### config.mk
export PLATFORM = sky130hd
export DESIGN_NAME = mmio_write_arbiter_flat
export DESIGN_NICKNAME = d
export VERILOG_FILES = /design/src/rtl/mmio_write_arbiter_pkg.sv /design/src/rtl/mmio_write_arbiter_if.sv /design/src/rtl/mmio_write_arbiter_hold_timer.sv /design/src/rtl/mmio_write_arbiter.sv /design/src/flat_wrapper.sv
export SDC_FILE = /design/constraint.sdc
export NUM_CORES = 1
export LEC_CHECK = 0
export ABC_AREA = 1
export CAP_MARGIN = 20
export CORE_MARGIN = 4
export CORE_UTILIZATION = 42
export CTS_BUF_LIST = sky130_fd_sc_hd__clkbuf_8
export DETAILED_ROUTE_END_ITERATION = 12
export PLACE_DENSITY_LB_ADDON = 0.05
export SKIP_CTS_REPAIR_TIMING = 1
export SLEW_MARGIN = 20
export SYNTH_ARGS = -nofsm -noshare
export SYNTH_HDL_FRONTEND = slang
export SYNTH_SLANG_ARGS = --single-unit
### constraint.sdc
create_clock -name clk -period 2.65 [get_ports clk]
set_clock_uncertainty 0.2 [all_clocks]
set_input_delay 0.795 -clock clk [delete_from_list [all_inputs] [get_ports clk]]
set_output_delay 0.795 -clock clk [all_outputs]
set_load 0.02 [all_outputs]
### src/rtl/mmio_write_arbiter_pkg.sv
// mmio_arb_pkg: shared types and constants for the MMIO write arbiter.
//   state_t            - arbiter FSM encoding (IDLE, GRANT, HOLD)
//   GPIO_ADDR_DEFAULT  - GPIO output-controller address that needs a settle window
//   HOLD_CNT_WIDTH     - width of the post-write hold counter
//   STATS_WIDTH        - width of the optional grant/stall counters
package mmio_arb_pkg;

  typedef enum logic [1:0] {
    IDLE  = 2'd0,
    GRANT = 2'd1,
    HOLD  = 2'd2
  } state_t;

  localparam logic [31:0] GPIO_ADDR_DEFAULT = 32'h1001_0024;
  localparam int unsigned HOLD_CNT_WIDTH    = 8;
  localparam int unsigned STATS_WIDTH       = 16;

endpackage

### src/rtl/mmio_write_arbiter_if.sv
// mmio_write_arbiter_if: requester-side handshake plus the forwarded
// peripheral write port of the MMIO write arbiter.
//   req0/addr0/wdata0, req1/addr1/wdata1 : requester write requests
//   gnt0/gnt1                           : one-cycle grant pulses
//   addr_ram/wdata/enable_sw            : write port into the GPIO controller
//   busy/last_grant                     : arbiter status
// Modports: slave = arbiter view, master = requester/peripheral view.
interface mmio_write_arbiter_if #(
  parameter int unsigned ADDR_WIDTH = 32,
  parameter int unsigned DATA_WIDTH = 8
);

  logic                  req0;
  logic [ADDR_WIDTH-1:0] addr0;
  logic [DATA_WIDTH-1:0] wdata0;
  logic                  req1;
  logic [ADDR_WIDTH-1:0] addr1;
  logic [DATA_WIDTH-1:0] wdata1;
  logic                  gnt0;
  logic                  gnt1;
  logic [ADDR_WIDTH-1:0] addr_ram;
  logic [DATA_WIDTH-1:0] wdata;
  logic                  enable_sw;
  logic                  busy;
  logic                  last_grant;

  modport slave (
    input  req0, addr0, wdata0, req1, addr1, wdata1,
    output gnt0, gnt1, addr_ram, wdata, enable_sw, busy, last_grant
  );

  modport master (
    output req0, addr0, wdata0, req1, addr1, wdata1,
    input  gnt0, gnt1, addr_ram, wdata, enable_sw, busy, last_grant
  );

endinterface

### src/rtl/mmio_write_arbiter_hold_timer.sv
// mmio_hold_timer: 8-bit post-write hold counter.
//   clk, reset : clock, asynchronous active-high reset
//   load       : load load_val (takes priority over decrement)
//   load_val   : hold length in cycles
//   done       : high while the counter sits at 1 (last hold cycle)
// The counter decrements every cycle while non-zero.
module mmio_hold_timer
  import mmio_arb_pkg::*;
(
  input  logic                      clk,
  input  logic                      reset,
  input  logic                      load,
  input  logic [HOLD_CNT_WIDTH-1:0] load_val,
  output logic                      done
);

  logic [HOLD_CNT_WIDTH-1:0] count;

  always_ff @(posedge clk or posedge reset) begin
    if (reset) begin
      count <= '0;
    end else if (load) begin
      count <= load_val;
    end else if (count != '0) begin
      count <= count - 1'b1;
    end
  end

  assign done = (count == HOLD_CNT_WIDTH'(1));

endmodule

### src/rtl/mmio_write_arbiter.sv
// mmio_write_arbiter: round-robin arbiter sharing the GPIO controller write
// port between the CPU store path (req0) and the debug/DMA path (req1).
// After a write to GPIO_ADDR, HOLD_CYCLES idle cycles are enforced so the
// output register and demux settle before the next write.
// Ports:
//   clk, reset : clock (rising edge), asynchronous active-high reset
//   bus        : mmio_write_arbiter_if.slave (requests, grants, write port,
//                busy, last_grant); all outputs registered
//   grant_cnt0, grant_cnt1, stall_cnt : saturating statistics, present only
//                when MMIO_WRITE_ARBITER_STATS_EN is defined
module mmio_write_arbiter
  import mmio_arb_pkg::*;
#(
  parameter int unsigned           DATA_WIDTH  = 8,
  parameter int unsigned           ADDR_WIDTH  = 32,
  parameter logic [ADDR_WIDTH-1:0] GPIO_ADDR   = GPIO_ADDR_DEFAULT,
  parameter int unsigned           HOLD_CYCLES = 4
) (
  input  logic                   clk,
  input  logic                   reset,
`ifdef MMIO_WRITE_ARBITER_STATS_EN
  output logic [STATS_WIDTH-1:0] grant_cnt0,
  output logic [STATS_WIDTH-1:0] grant_cnt1,
  output logic [STATS_WIDTH-1:0] stall_cnt,
`endif
  mmio_write_arbiter_if.slave    bus
);

  state_t                state, state_nxt;
  logic                  gnt0_q, gnt0_nxt;
  logic                  gnt1_q, gnt1_nxt;
  logic                  en_q, en_nxt;
  logic                  busy_q, busy_nxt;
  logic                  lg_q, lg_nxt;
  logic [ADDR_WIDTH-1:0] addr_q, addr_nxt;
  logic [DATA_WIDTH-1:0] wdata_q, wdata_nxt;
  logic                  winner;
  logic                  hold_load;
  logic                  hold_done;

  mmio_hold_timer u_hold_timer (
    .clk      (clk),
    .reset    (reset),
    .load     (hold_load),
    .load_val (HOLD_CNT_WIDTH'(HOLD_CYCLES)),
    .done     (hold_done)
  );

  // Tie goes to the requester that did not win last time.
  always_comb begin
    winner = 1'b0;
    if (bus.req0 && bus.req1) begin
      winner = ~lg_q;
    end else if (bus.req1) begin
      winner = 1'b1;
    end
  end

  always_comb begin
    state_nxt = state;
    gnt0_nxt  = 1'b0;
    gnt1_nxt  = 1'b0;
    en_nxt    = 1'b0;
    busy_nxt  = 1'b0;
    lg_nxt    = lg_q;
    addr_nxt  = addr_q;
    wdata_nxt = wdata_q;
    hold_load = 1'b0;
    unique case (state)
      IDLE: begin
        if (bus.req0 || bus.req1) begin
          state_nxt = GRANT;
          gnt0_nxt  = ~winner;
          gnt1_nxt  = winner;
          en_nxt    = 1'b1;
          busy_nxt  = 1'b1;
          lg_nxt    = winner;
          addr_nxt  = winner ? bus.addr1  : bus.addr0;
          wdata_nxt = winner ? bus.wdata1 : bus.wdata0;
        end
      end
      GRANT: begin
        // addr_q holds the address just written during this GRANT cycle.
        if ((addr_q == GPIO_ADDR) && (HOLD_CYCLES != 0)) begin
          state_nxt = HOLD;
          hold_load = 1'b1;
          busy_nxt  = 1'b1;
        end else begin
          state_nxt = IDLE;
        end
      end
      HOLD: begin
        if (hold_done) begin
          state_nxt = IDLE;
        end else begin
          busy_nxt = 1'b1;
        end
      end
      default: state_nxt = IDLE;
    endcase
  end

  always_ff @(posedge clk or posedge reset) begin
    if (reset) begin
      state   <= IDLE;
      gnt0_q  <= 1'b0;
      gnt1_q  <= 1'b0;
      en_q    <= 1'b0;
      busy_q  <= 1'b0;
      lg_q    <= 1'b1;
      addr_q  <= '0;
      wdata_q <= '0;
    end else begin
      state   <= state_nxt;
      gnt0_q  <= gnt0_nxt;
      gnt1_q  <= gnt1_nxt;
      en_q    <= en_nxt;
      busy_q  <= busy_nxt;
      lg_q    <= lg_nxt;
      addr_q  <= addr_nxt;
      wdata_q <= wdata_nxt;
    end
  end

  assign bus.gnt0       = gnt0_q;
  assign bus.gnt1       = gnt1_q;
  assign bus.enable_sw  = en_q;
  assign bus.busy       = busy_q;
  assign bus.last_grant = lg_q;
  assign bus.addr_ram   = addr_q;
  assign bus.wdata      = wdata_q;

`ifdef MMIO_WRITE_ARBITER_STATS_EN
  // A stall cycle is one where a request is pending and no grant pulse is
  // visible on the outputs during that cycle.
  always_ff @(posedge clk or posedge reset) begin
    if (reset) begin
      grant_cnt0 <= '0;
      grant_cnt1 <= '0;
      stall_cnt  <= '0;
    end else begin
      if (gnt0_nxt && (grant_cnt0 != '1)) grant_cnt0 <= grant_cnt0 + 1'b1;
      if (gnt1_nxt && (grant_cnt1 != '1)) grant_cnt1 <= grant_cnt1 + 1'b1;
      if ((bus.req0 || bus.req1) && !(gnt0_q || gnt1_q) && (stall_cnt != '1))
        stall_cnt <= stall_cnt + 1'b1;
    end
  end
`endif

endmodule

### src/flat_wrapper.sv
// flat-port wrapper written by rule: the top's interface ports become plain ports
module mmio_write_arbiter_flat import mmio_arb_pkg::*;
#(
  parameter int unsigned           DATA_WIDTH  = 8,
  parameter int unsigned           ADDR_WIDTH  = 32,
  parameter logic [ADDR_WIDTH-1:0] GPIO_ADDR   = GPIO_ADDR_DEFAULT,
  parameter int unsigned           HOLD_CYCLES = 4
)
  (clk, reset, bus_req0, bus_addr0, bus_wdata0, bus_req1, bus_addr1, bus_wdata1, bus_gnt0, bus_gnt1, bus_addr_ram, bus_wdata, bus_enable_sw, bus_busy, bus_last_grant);
  mmio_write_arbiter_if #(.ADDR_WIDTH(ADDR_WIDTH), .DATA_WIDTH(DATA_WIDTH)) bus_i ();
  input  logic clk;
  input  logic reset;
  input wire logic [$bits(bus_i.req0)-1:0] bus_req0;
  input wire logic [$bits(bus_i.addr0)-1:0] bus_addr0;
  input wire logic [$bits(bus_i.wdata0)-1:0] bus_wdata0;
  input wire logic [$bits(bus_i.req1)-1:0] bus_req1;
  input wire logic [$bits(bus_i.addr1)-1:0] bus_addr1;
  input wire logic [$bits(bus_i.wdata1)-1:0] bus_wdata1;
  output wire logic [$bits(bus_i.gnt0)-1:0] bus_gnt0;
  output wire logic [$bits(bus_i.gnt1)-1:0] bus_gnt1;
  output wire logic [$bits(bus_i.addr_ram)-1:0] bus_addr_ram;
  output wire logic [$bits(bus_i.wdata)-1:0] bus_wdata;
  output wire logic [$bits(bus_i.enable_sw)-1:0] bus_enable_sw;
  output wire logic [$bits(bus_i.busy)-1:0] bus_busy;
  output wire logic [$bits(bus_i.last_grant)-1:0] bus_last_grant;
  assign bus_i.req0 = bus_req0;
  assign bus_i.addr0 = bus_addr0;
  assign bus_i.wdata0 = bus_wdata0;
  assign bus_i.req1 = bus_req1;
  assign bus_i.addr1 = bus_addr1;
  assign bus_i.wdata1 = bus_wdata1;
  assign bus_gnt0 = bus_i.gnt0;
  assign bus_gnt1 = bus_i.gnt1;
  assign bus_addr_ram = bus_i.addr_ram;
  assign bus_wdata = bus_i.wdata;
  assign bus_enable_sw = bus_i.enable_sw;
  assign bus_busy = bus_i.busy;
  assign bus_last_grant = bus_i.last_grant;
  mmio_write_arbiter #(.DATA_WIDTH(DATA_WIDTH), .ADDR_WIDTH(ADDR_WIDTH), .GPIO_ADDR(GPIO_ADDR), .HOLD_CYCLES(HOLD_CYCLES)) u_core (.clk(clk), .reset(reset), .bus(bus_i));
endmodule
## Yosys cells after proc, flatten, opt, wreduce, memory -nomap -nowiden

Index checks and enable logic that the tools add are counted.

- Output and inout port bits: 45
- Register bits after elaboration: 55
- Bits of input ports: 84
- Word-level logic and storage cells: 45

- Add/sub/neg operators: 1
- Reduce and logical (&&, ||, !) cells: 7
- Mux-type cells: 20
- Equality and inequality tests: 6
- Bitwise logic cells: 2

Operators by type and width:

| kind | number |
|---|---|
| equality test 32 x 29 -> 1 bit, second input constant | 1 |
| two-way mux 32 bit | 1 |
| two-way mux 8 bit | 3 |
| two-way mux 1 bit | 11 |
| equality test 8 x 1 -> 1 bit, second input constant | 1 |
| nonzero test 8 bit | 1 |
| subtractor 8 x 1 -> 8 bit, second input constant | 1 |
| two-way mux 2 bit | 3 |
| case mux 2 bit (3 select lines) | 1 |
| inequality test 2 x 1 -> 1 bit, second input constant | 2 |
| AND reduction 2 bit | 2 |
| case mux 1 bit (3 select lines) | 1 |
| equality test 2 x 1 -> 1 bit, second input constant | 1 |
| equality test 2 bit, second input constant | 1 |
| zero test 2 bit | 1 |
| NOT 1 bit | 2 |
| nonzero test 2 bit | 1 |
| logical AND 1 bit | 1 |
| logical OR 1 bit | 1 |

## Depth between registers and ports, before layout

Gate-level depths: netlist of the first run.

- Depth in word-level cells: 5
- Gate-level depth with buffers: 9
- Gate-level depth less buffers: 9

## Cells and area by module

A second synthesis of the first run with hierarchy kept.

- Cells, all modules: 360
- Area, all modules: 2840.2 um2

By module, submodules not included:

| module | area an instance (um2) | sequential area each (um2) | cells an instance | times used |
|---|---|---|---|---|
| mmio_write_arbiter | 2264.7 | 1177.4 | 280 | 1 |
| mmio_hold_timer | 575.6 | 200.2 | 80 | 1 |

## Worst setup path before layout of the first run

No wires, ideal clock.

- Kind: input to register
- From: in bus_req1
- To: reg u_core.addr_q[24], in the netlist u_core.bus.addr_ram[24]
- Data required time: 2.320 ns
- Setup time: 0.130 ns
- Cell stages on the path: 7
- Path buffers: 1
- Slack: 0.835 ns
- Arrival: 1.485 ns
- Path through: nor2_1 > nor2_4 > nand2_1 > inv_2 > buf_4 > nand2_1 > o211ai_1

- Longest elaborated chain between the ends: 3
- Elaborated cells between the ends (all ways): 6
- Classes of those cells: mux (3); reduce/logical (3)

RTL lines:

| element | RTL line | source |
|---|---|---|
| start: declaration | flat_wrapper.sv:16 | `input wire logic [$bits(bus_i.req1)-1:0] bus_req1;` |
| two-way mux 1 bit or logical AND 1 bit (tied branches) | mmio_write_arbiter.sv:54, mmio_write_arbiter.sv:52 |  |
| two-way mux 1 bit | mmio_write_arbiter.sv:52 | `if (bus.req0 && bus.req1) begin` |
| two-way mux 32 bit | mmio_write_arbiter.sv:78 | `addr_nxt = winner ? bus.addr1 : bus.addr0;` |
| end signal: assignment | mmio_write_arbiter.sv:120 | `addr_q <= addr_nxt;` |
| end: declaration | mmio_write_arbiter.sv:35 | `logic [ADDR_WIDTH-1:0] addr_q, addr_nxt;` |

Several ways; a longest one is shown, not always the timed one.
A chain may end at the register's enable or synchronous reset.

## Final worst setup path of the first run

- From: reg u_core.lg_q, in the netlist u_core.bus.last_grant
- To: out bus_last_grant

RTL lines:

| element | RTL line | source |
|---|---|---|
| start: declaration | mmio_write_arbiter.sv:34 | `logic lg_q, lg_nxt;` |
| start signal: assignment | mmio_write_arbiter.sv:119 | `lg_q <= lg_nxt;` |
| end: declaration | flat_wrapper.sv:25 | `output wire logic [$bits(bus_i.last_grant)-1:0] bus_last_grant;` |

No word-level cell between the ends.

==> results of run 1 <==
cells in the final DEF, fill, tap and decap left out:
master / n
clkbuf_8: 5
ha_1: 2
inv_2: 4
buf_4: 3
xor2_1: 2
a31oi_1: 1
nand3_1: 23
nor2_1: 34
buf_12: 1
nand2_1: 136
nand4_1: 2
dfrtp_1: 54
inv_1: 41
dfstp_2: 1
nor2_4: 1
or2_2: 1
nor3_1: 1
or2_1: 1
clkinv_2: 1
clkdlybuf4s50_1: 128
and2_1: 1
o21ai_0: 3
o211ai_1: 23
nand2b_1: 1
nand2_2: 1
a21oi_1: 1
power by group:
group          internal (mW)  total, mW  switching (mW)
Combinational          0.468      0.971           0.502
Sequential             0.986       1.08          0.0922
Clock                  0.179      0.442           0.263
Total                   1.63       2.49           0.858
metal layers:
metal	wire [µm]	vias to the layer above	share of wire	track usage
met5	0	-	0	0
met1	3082	1219	0.40	0.2507
met2	3789	108	0.49	0.3555
met3	696	8	0.091	0.04892
li1	-	1325	-	-
met4	104	0	0.014	0.04603
cells by family (layout without fill, tap and decap cells):
logic type | count (synthesis) | in the layout | share of synthesized area
compound gates | 28 | 28 | 0.07454
xor+xnor | 2 | 2 | 0.006565
flops | 55 | 55 | 0.5162
buf+inv | 54 | 183 | 0.08861
simple gates | 202 | 202 | 0.3047
fa+ha+maj | 2 | 2 | 0.009375
cell type report:
type                    instances  share of cell area
clock inverters                 3            0.003057
repair buffers                132              0.3234
flip-flops and latches         55              0.3366
multi-input cells             234              0.2577
clock buffers                   5             0.01681
inverters                      43             0.03944
well taps                      75             0.02293
state kept, by name (all words and copies together) (netlist names):
signal and cells:
u_core.u_hold_timer.count 8, u_core.bus.gnt1 1, u_core.bus.gnt0 1, u_core.state 2, u_core.bus.wdata 8, u_core.bus.busy 1
u_core.bus.last_grant 1, u_core.bus.addr_ram 32, u_core.bus.enable_sw 1
through the flow:
| step | area (µm²) | setup WS (ps) |
|---|---|---|
| floorplan | 2669 | 313.7 |
| global placement | 4011 | 58.17 |
| detailed placement | 4011 | 19.16 |
| CTS | 4093 | 177.2 |
| global route | 4093 | 124.7 |
| finish | 4093 | 183.0 |
final timing paths:
check | endpoint | slack [ps] | start | cells after the start
setup / recovery | bus_last_grant | 180 | u_core.bus.last_grant$_DFFE_PP1P_ | 1
hold / removal | u_core.bus.last_grant$_DFFE_PP1P_ | 310 | u_core.bus.last_grant$_DFFE_PP1P_ | 2
setup reg to reg | u_core.bus.addr_ram[8]$_DFFE_PP0P_ | 670 | u_core.state[0]$_DFFE_PP0P_ | 6
hold reg to reg | u_core.bus.last_grant$_DFFE_PP1P_ | 310 | u_core.bus.last_grant$_DFFE_PP1P_ | 2
max in group asynchronous | u_core.bus.addr_ram[7]$_DFFE_PP0P_ | 1080 | reset | 3
min in group asynchronous | u_core.bus.addr_ram[21]$_DFFE_PP0P_ | 610 | reset | 2
cells in the mapped netlist, types with 2 or more instances:
library cell | count | area share
buf_2 | 3 | 0.0056
buf_4 | 8 | 0.023
dfrtp_1 | 54 | 0.51
ha_1 | 2 | 0.0094
inv_1 | 40 | 0.056
inv_2 | 3 | 0.0042
nand2_1 | 136 | 0.19
nand3_1 | 23 | 0.043
nand4_1 | 2 | 0.0047
nor2_1 | 34 | 0.048
o211ai_1 | 23 | 0.065
o21ai_0 | 3 | 0.0056
xor2_1 | 2 | 0.0066
==> impl_metrics.tcl, run 1 <==
set metrics [dict create \
    max_stage_delay_ps 610 \
    num_vias 2660 \
    grt_pass1_wl_um 12260 \
    routed_wirelength_um 7672 \
    antenna_left 0 \
    total_power_mw 2.491 \
    worst_path_max_delay_cell "clkdlybuf4s50_1" \
    dp.cells 539 \
    gr-usage-all-layers 0.2020 \
    final-max-slew-violation-count 0 \
    regArea_um2 1378 \
    min_period_over_period 0.9309 \
    synth_nets 429 \
    overflow 0 \
    finish.utilization 0.6792 \
    drive_gt1_frac 0.03814 \
    yosysUniqueCellTypes 23 \
    final_cells 547 \
    io_buffers 128 \
    drt_first_iter_violations 124 \
    leakagePower_nw 1.889 \
    fmax_ghz 0.4054 \
    clockBufferDepth 2 \
    hold_viol_final 0 \
    ir_drop_mv 0.3407 \
    cts_max_level 2 \
    yosysWarnings 0 \
    synth.avg_cell_area_um2 7.781 \
    crit_chain "clkdlybuf4s50_1" \
    grt_max_degree 42 \
    crit_type "reg -> out" \
    drc_errors 0 \
    antenna_cells 0 \
    gp_congestion 0.8130 \
    crit_path_start_kind "flop" \
    drv_cap 0 \
    synth_edf_count 0 \
    netlist_area_um2 2669 \
    fin_nets 557 \
    fillers 518 \
    arrival_ps 1470 \
    wl_per_cell_um 14.03 \
    synth_flop_cell "dfrtp_1" \
    period_minus_slack_ps 2467 \
    start_util 0.4429 \
    dieArea_um2 7694 \
    cp-end-kind "output pin" \
    rsz0062_at_grt "no" \
    cp_num_buf_inv 1 \
    clock_sinks 55 \
    die_w_um 87.72 \
    syn2layout_area_growth_pct 53.35 \
    antenna_found_initial 0 \
    yosysSeqAreaShare 0.5162 \
    synthCells 343 \
    finalSetupViolCount 0 \
    die_h_um 87.72 \
    relSlewSlack 0.5131 \
    hpwl_um 5848 \
    tightest_slew_ps 729.3 \
    io_pins 129 \
    core_um2 6026 \
    hp-class "reg -> reg" \
    fin_tns_setup_ps 0 \
    async_flop_share 1.000 \
    critPathMaxFanout 3 \
    cts_tree "built" \
    worstPathRequired_ps 1660 \
    vias_per_cell 4.863 \
    clkSlewWorstSetupHoldPaths_ps 100 \
    yosys_register_bits 55 \
    grt_pass1_vias 2636 \
    hold_ws_ps 307.9 \
    cpLargestDelayFamily "buffers and inverters" \
    drt_first_pass_iters 4 \
    multi_input_area_um2 1055 \
    clk_latency_ps 300 \
    numCtsBuffers 5 \
    power_density_nw_per_um2 608.6 \
    cts-root-buf "clkbuf_8" \
    rows 28 \
    status "finished clean" \
]
No activity file was read; power rests on OpenSTA's default activity.
==> run 2, diff against run 1 <==
- clock period: 2.65 -> 2.62 ns (I/O delays scaled with it)
==> run 2 against run 1 <==
  * Global-route usage rose by 0.26 points
  * Setup slack got worse by 24 ps
  * Utilization rose by 0.42 points
  * Clock power rose by 26%
  * Flip-flop and latch count did not move
  * Cell count did not move
  * Combinational power rose by 1%
  * First-iteration DRC count fell by 14%
  * Critical endpoint unchanged
  * Highest routed layer unchanged
==> impl_metrics.tcl, run 2 (synthesis gave the netlist of run 1 again) <==
set metrics [dict create \
    finalSetupViolCount 0 \
    cpLargestDelayFamily "buffers and inverters" \
    crit_path_start_kind "flop" \
    p_sw_mw 0.8812 \
    drive_gt1_frac 0.03814 \
    cp-end-kind "output pin" \
    crit_type "reg -> out" \
    seq_power_share 0.415 \
    numCtsBuffers 5 \
    antenna_cells 0 \
    finish.utilization 0.6833 \
    wl_met1_um 3201 \
    period_minus_slack_ps 2461 \
    cts_max_level 2 \
    gr-usage-all-layers 0.2045 \
    drv_cap 0 \
    tightest_slew_ps 717.8 \
    drc_errors 0 \
    clockBufferDepth 2 \
    comb_power_share 0.373 \
    grt_max_degree 42 \
    drt_first_pass_iters 4 \
    largest_reg_flops 32 \
    worst_path_max_delay_cell "clkdlybuf4s50_1" \
    start_util 0.4429 \
    status "finished clean" \
    layout_commonest_cell "nand2_1" \
    fmax_ghz 0.4064 \
    fillers 502 \
    crit_path_start "u_core.bus.last_grant$_DFFE_PP1P_" \
    relSlewSlack 0.5208 \
    intPower_mw 1.750 \
    io_buffers 128 \
    overflow 0 \
    antenna_found_initial 0 \
    hpwl_um 5787 \
    final_cell_mix "136 x nand2_1, 128 x clkdlybuf4s50_1, 54 x dfrtp_1" \
    clkSlewWorstSetupHoldPaths_ps 100 \
    highest_layer "met4" \
    regArea_um2 1378 \
    io_pins 129 \
    cts_tree "built" \
    syn2layout_area_growth_pct 54.29 \
    final-max-slew-violation-count 0 \
    die_h_um 87.72 \
    core_um2 6026 \
    grt_pass1_wl_um 12290 \
    routed-wl-met3_um 626 \
    grt_pass1_vias 2624 \
    dp.cells 539 \
    power_density_nw_per_um2 639.0 \
    wl_met2_um 3761 \
    num_vias 2615 \
    antenna_left 0 \
    wl_per_cell_um 14.10 \
    regToRegStartpoint "u_core.state[0]$_DFFE_PP0P_" \
    rsz0062_at_grt "no" \
    max_stage_delay_ps 610 \
    die_w_um 87.72 \
    final_cells 547 \
    cp_num_buf_inv 1 \
    min_period_over_period 0.9392 \
    critPathMaxFanout 3 \
    hold_viol_final 0 \
    gp_congestion 0.8129 \
    worstPathRequired_ps 1630 \
    rows 28 \
    fin_nets 557 \
    arrival_ps 1470 \
    cts-root-buf "clkbuf_8" \
    multi_input_area_um2 1055 \
    clock_sinks 55 \
    drt_first_iter_violations 107 \
    hp-class "reg -> reg" \
    crit_chain "clkdlybuf4s50_1" \
    pwr-share-clk 0.212 \
    leakagePower_nw 1.899 \
    sw_frac_of_total 0.3349 \
    clk_latency_ps 310 \
    ir_drop_mv 0.3289 \
    routed_wirelength_um 7713 \
    fin_tns_setup_ps 0 \
    vias_per_cell 4.781 \
    dieArea_um2 7694 \
    hold_start "u_core.bus.last_grant$_DFFE_PP1P_" \
]
-- run 2: cell count changes in the layout (fill, tap and decap cells not counted), sizes merged --
cell	change
clkinv	-1
bufinv	+1
-- run 2: power by group through the flow --
| stage | Combinational (mW) | Clock (mW) | Sequential [mW] |
|---|---|---|---|
| floorplan | 0.300 | 0 | 1.28 |
| global placement | 0.976 | 0 | 1.10 |
| detailed placement | 0.988 | 0 | 1.11 |
| CTS | 0.993 | 0.574 | 1.09 |
| global route | 1.06 | 0.605 | 1.11 |
| finish | 0.981 | 0.559 | 1.09 |
-- run 2: metrics by stage --
step | power [mW] | area (µm²) | worst slack, ps | hold slack (ps)
finish | 2.631 | 4118 | 159.3 | 305.9
global route | 2.778 | 4118 | 99.48 | 337.0
CTS | 2.660 | 4118 | 144.6 | 309.9
detailed placement | 2.096 | 4011 | -21.10 | 288.6
global placement | 2.079 | 4011 | 36.99 | 269.4
floorplan | 1.578 | 2669 | 292.7 | 301.1
-- run 2: layout make-up --
cell class | instances | share of cell area
Sequential cell | 55 | 0.3345
Timing Repair Buffer | 132 | 0.3215
Multi-Input combinational cell | 234 | 0.2562
Inverter | 43 | 0.03920
Tap cell | 75 | 0.02279
Clock buffer | 5 | 0.01671
Clock inverter | 3 | 0.009116
-- run 2: path summary, 6_finish.rpt --
check / end / slack, ps / cells after the start
max: bus_last_grant / 160 / 1
min: u_core.bus.last_grant$_DFFE_PP1P_ / 310 / 2
max reg2reg: u_core.bus.addr_ram[11]$_DFFE_PP0P_ / 650 / 6
min reg2reg: u_core.bus.last_grant$_DFFE_PP1P_ / 310 / 2
max in group asynchronous: u_core.bus.addr_ram[8]$_DFFE_PP0P_ / 1070 / 3
min in group asynchronous: u_core.bus.wdata[7]$_DFFE_PP0P_ / 590 / 2
-- run 2: per-layer routing --
| layer | track usage | vias up |
|---|---|---|
| li1 | - | 1325 |
| met1 | 0.2555 | 1192 |
| met2 | 0.3500 | 87 |
| met3 | 0.04704 | 11 |
| met4 | 0.06695 | 0 |
| met5 | 0 | - |
